**src/rtl/scan_decoder_n.sv**
```systemverilog
// Registered N-to-2**N one-hot decoder with a loadable index that can auto-scan at a prescaled rate.
// Define SCAN_DECODER_PINGPONG_EN to make the scan bounce between the ends instead of wrapping.
module scan_decoder_n #(
  parameter int unsigned N   = 2,
  parameter int unsigned DIV = 4
) (
  input  logic            clk,
  input  logic            nrst,
  input  logic            en,
  input  logic            load,
  input  logic [N-1:0]    w,
  input  logic            scan,
  input  logic            dir,
  output logic [2**N-1:0] o,
  output logic [N-1:0]    idx,
  output logic            wrap
);

  localparam int unsigned OW = 2**N;
  // DIV=1 still needs a 1-bit prescaler; it simply stays at zero.
  localparam int unsigned PW = (DIV > 1) ? $clog2(DIV) : 1;
  localparam logic [PW-1:0] PreLast = PW'(DIV - 1);
  localparam logic [N-1:0]  IdxTop  = {N{1'b1}};

  logic [N-1:0]  idx_q, idx_d;
  logic [PW-1:0] pre_q, pre_d;
  logic [OW-1:0] o_q, o_d;
  logic          wrap_q, wrap_d;
  logic          step;
`ifdef SCAN_DECODER_PINGPONG_EN
  logic          dir_q, dir_d;
`endif

  always_comb begin
    idx_d  = idx_q;
    pre_d  = pre_q;
    wrap_d = 1'b0;
    step   = 1'b0;
`ifdef SCAN_DECODER_PINGPONG_EN
    dir_d  = dir_q;
`endif
    if (load) begin
      idx_d = w;
      pre_d = '0;
`ifdef SCAN_DECODER_PINGPONG_EN
      dir_d = dir;
`endif
    end else if (scan && en) begin
      if (pre_q == PreLast) begin
        pre_d = '0;
        step  = 1'b1;
      end else begin
        pre_d = pre_q + 1'b1;
      end
    end

    if (step) begin
`ifdef SCAN_DECODER_PINGPONG_EN
      if (dir_q) begin
        if (idx_q == IdxTop) begin
          idx_d  = idx_q - 1'b1;
          dir_d  = 1'b0;
          wrap_d = 1'b1;
        end else begin
          idx_d = idx_q + 1'b1;
        end
      end else begin
        if (idx_q == '0) begin
          idx_d  = idx_q + 1'b1;
          dir_d  = 1'b1;
          wrap_d = 1'b1;
        end else begin
          idx_d = idx_q - 1'b1;
        end
      end
`else
      if (dir) begin
        idx_d  = idx_q + 1'b1;
        wrap_d = (idx_q == IdxTop);
      end else begin
        idx_d  = idx_q - 1'b1;
        wrap_d = (idx_q == '0);
      end
`endif
    end

    // Output decodes the index value taken at this same edge.
    o_d = en ? (OW'(1) << idx_d) : '0;
  end

  always_ff @(posedge clk or negedge nrst) begin
    if (!nrst) begin
      idx_q  <= '0;
      pre_q  <= '0;
      o_q    <= '0;
      wrap_q <= 1'b0;
`ifdef SCAN_DECODER_PINGPONG_EN
      dir_q  <= 1'b1;
`endif
    end else begin
      idx_q  <= idx_d;
      pre_q  <= pre_d;
      o_q    <= o_d;
      wrap_q <= wrap_d;
`ifdef SCAN_DECODER_PINGPONG_EN
      dir_q  <= dir_d;
`endif
    end
  end

  assign o    = o_q;
  assign idx  = idx_q;
  assign wrap = wrap_q;

endmodule
```
**config.mk**
```make
export PLATFORM = sky130hd
export DESIGN_NAME = scan_decoder_n
export DESIGN_NICKNAME = d
export VERILOG_FILES = /design/src/rtl/scan_decoder_n.sv
export SDC_FILE = /design/constraint.sdc
export NUM_CORES = 1
export LEC_CHECK = 0
export BUFFER_PORTS_ARGS = -buffer_cell sky130_fd_sc_hd__buf_2
export CAP_MARGIN = 20
export CORE_AREA = 2 2 39 41
export CTS_CLUSTER_SIZE = 24
export DETAILED_ROUTE_END_ITERATION = 10
export DIE_AREA = 0 0 41 43
export HOLD_SLACK_MARGIN = 0.02
export PLACE_DENSITY = 0.66
export SETUP_SLACK_MARGIN = 0.02
export SYNTH_ARGS = -nofsm -noshare
export SYNTH_HDL_FRONTEND = slang
export SYNTH_SLANG_ARGS = --single-unit
```
**constraint.sdc**
```tcl
create_clock -name clk -period 1.3 [get_ports clk]
set_input_delay 0.39 -clock clk [delete_from_list [all_inputs] [get_ports clk]]
set_output_delay 0.39 -clock clk [all_outputs]
set_load 0.01 [all_outputs]
```
==> impl_results.md <==
- Fill cell count: 125
- Clock transition at the registers of the reported paths: 60 ps
- Most common cell in the netlist: dfrtp_1
- #FFs+latches synth: 9
- Initial antenna violation count: 0
- Commonest cells post-synth: dfrtp_1, nand3_1, nor2_1
- Outcome: complete, but fails checks
- Routed vias: 379
- Power Total: 0.663 mW
- Mapped Cells: 37
- Post-synth top flop: dfrtp_1
- Finished layout cell area: 683 um2
- Required @ worst endpoint: 1490 ps
- Routed WL: 853 um
- Peak supply drop: 0.621 mV
- Clock sink total: 9
- Final net count: 75
- HP Class: input pin to flop
- Placed Area: 602 um2
- Post-CTS Resized: 0
- Pins over their slew limit: 0
- Max Cap Viol: 0
- Post-synth EDFFs: 0
- GRT Overall Usage: 0.126
- Vias in the first global route: 319
- Initial DRC Count: 3
- DR DRC count: 0
- Post-DP HPWL: 656 um
- Via density: 4.68
- Crit-path max FO: 3
- WL/cell: 10.5 um
- Mapped cell area: 467 um2
- CTS Root Cell: clkbuf_4
- CP Launch Type: flop
- Final Hold Vio Count: 0
- # diodes: 0
- RSZ-0062 raised after global routing: yes
- CORE AREA: 1380 um2
- Post-synth top area share: 0.483
- Worst setup margin: -24.6 ps
- Syn. warnings: 0
- Period utilization: 1.02
- I/O pin cnt: 15
- Synth-to-Final Area Change: 46.4%
- CTS buffer count: 3
- Crit end category: flop
- Largest net degree at the start of global routing: 10
- Die area: 1760 um2
- CTS max path bufs: 2
- Synthesized Nets: 46
- Leak: 0.354 nW
- Syn_area_per_cell: 12.6 um2
- Final critical-path required period: 1320 ps
- Clock Latency Late Sink: 250 ps
- RR Startpoint: pre_q[1]$_DFFE_PN0P_
- Async SR Flop Fraction: 1.00
- Failing checks: negative setup slack
- H-Tree Depth: 1
- Seq/Total Area, Yosys: 0.483
- Hold Path Origin: dir
- IO buf count: 14
- Synth unique cells: 22
- DR pass1 iterations: 2
- WHS: 409 ps
- # rows: 14
- Crit path DAT: 1520 ps
- Die Width: 41 um
- Least-Margin Pin Slew: 247 ps
- Max Freq: 755 MHz
- Antenna Nets Post-Route: 0
- Max-Slew Margin vs Limit: 0.831
- CTS tree: yes
- Final setup TNS: -24.6 ps
- Clock Skews: 3.39 ps
- Gr ovfl total: 0
- Crit path launch: pre_q[1]$_DFFE_PN0P_
- First-pass GRT wire length: 1350 um
- Placer Congestion: 0.693
- Leading area contributor after synthesis: dfrtp_1
- Share of post-route cells with drive strength above 1: 0.554
- WS Path Type: flop to flop
- Synth top area cells: dfrtp_1, xor3_2, nand4b_4
- DIE HEIGHT: 43 um
- Setup-failing EPs final: 1
- Power density over cell area: 971 nW/um2
- Initial core utilization: 0.337
==> logic make-up (layout without fill, tap and decap cells) <==
family,count (synthesis),after routing,synth area share
AOI/OAI and AO/OA,4,4,0.0590
xor gates and xnor gates,2,2,0.0724
adders and majority gates,1,1,0.0268
buffers and inverters,1,29,0.00804
DFF,9,9,0.483
muxes,3,3,0.0912
and+or+nand+nor,17,17,0.260
==> layer usage <==
| layer | GRT usage | wire (um) |
|---|---|---|
| met5 | 0 | 0 |
| met4 | 0.100 | 19 |
| met1 | 0.150 | 375 |
| met2 | 0.153 | 406 |
| met3 | 0.0785 | 52 |
==> registers in the layout, indices dropped and copies added, names as in the netlist <==
name,flops
pre_q,2
idx,2
wrap,1
o,4
==> critical path: stages (launching register included) <==
cell     delay [ps]
dfrtp_1         410
ha_4            190
a211o_2         300
and3_4          170
and3b_1         200
==> per-stage QoR <==
stage                util  std cells  setup slack [ps]
detailed placement  0.435         70             -88.8
global route        0.494         81             -56.3
global placement    0.435         70             -62.2
CTS                 0.472         77             -37.0
finish              0.494         81             -24.6
floorplan               -         37              7.93
==> layout make-up <==
type | count | area, um2 | area share
timing repair buffer | 25 | 155 | 0.227
tap | 16 | 20.0 | 0.0293
multi-input combinational | 27 | 255 | 0.374
sequential | 9 | 226 | 0.332
clock buffer | 4 | 26.3 | 0.0385
==> layout by cell type (no fill, tap or decap), types with 2 or more instances in the layout <==
| master | instances |
|---|---|
| dfrtp_1 | 8 |
| nand3_1 | 3 |
| mux2i_1 | 2 |
| buf_2 | 14 |
| buf_4 | 10 |
| a21oi_1 | 2 |
| nand2_1 | 2 |
| nor2_1 | 3 |
| clkbuf_4 | 3 |
==> power breakdown <==
| group | total, mW | switching [mW] | internal (mW) |
|---|---|---|---|
| clock | 0.207 | 0.0896 | 0.118 |
| combinational | 0.145 | 0.0617 | 0.0832 |
| sequential | 0.311 | 0.0137 | 0.297 |
| total | 0.663 | 0.165 | 0.498 |
==> worst paths after layout <==
| kind | endpoint | slack (ps) | cells past startpoint |
|---|---|---|---|
| min reg2reg | wrap$_DFF_PN0_ | 610 | 2 |
| min in group asynchronous | o[2]$_DFF_PN0_ | 510 | 2 |
| max reg2reg | o[2]$_DFF_PN0_ | -20 | 4 |
| min | wrap$_DFF_PN0_ | 410 | 3 |
| max in group asynchronous | idx[0]$_DFF_PN0_ | 600 | 2 |
| max | o[2]$_DFF_PN0_ | -20 | 4 |
==> repair_timing <==
item | in CTS | in global routing
endpoints found under the hold margin | 9 | 0
pin swaps | 1 | 2
hold buffers | 1 | 0
buffers inserted | 2 | 4
setup endpoints to repair | 3 | 5
(Power assumes the default switching activity.)
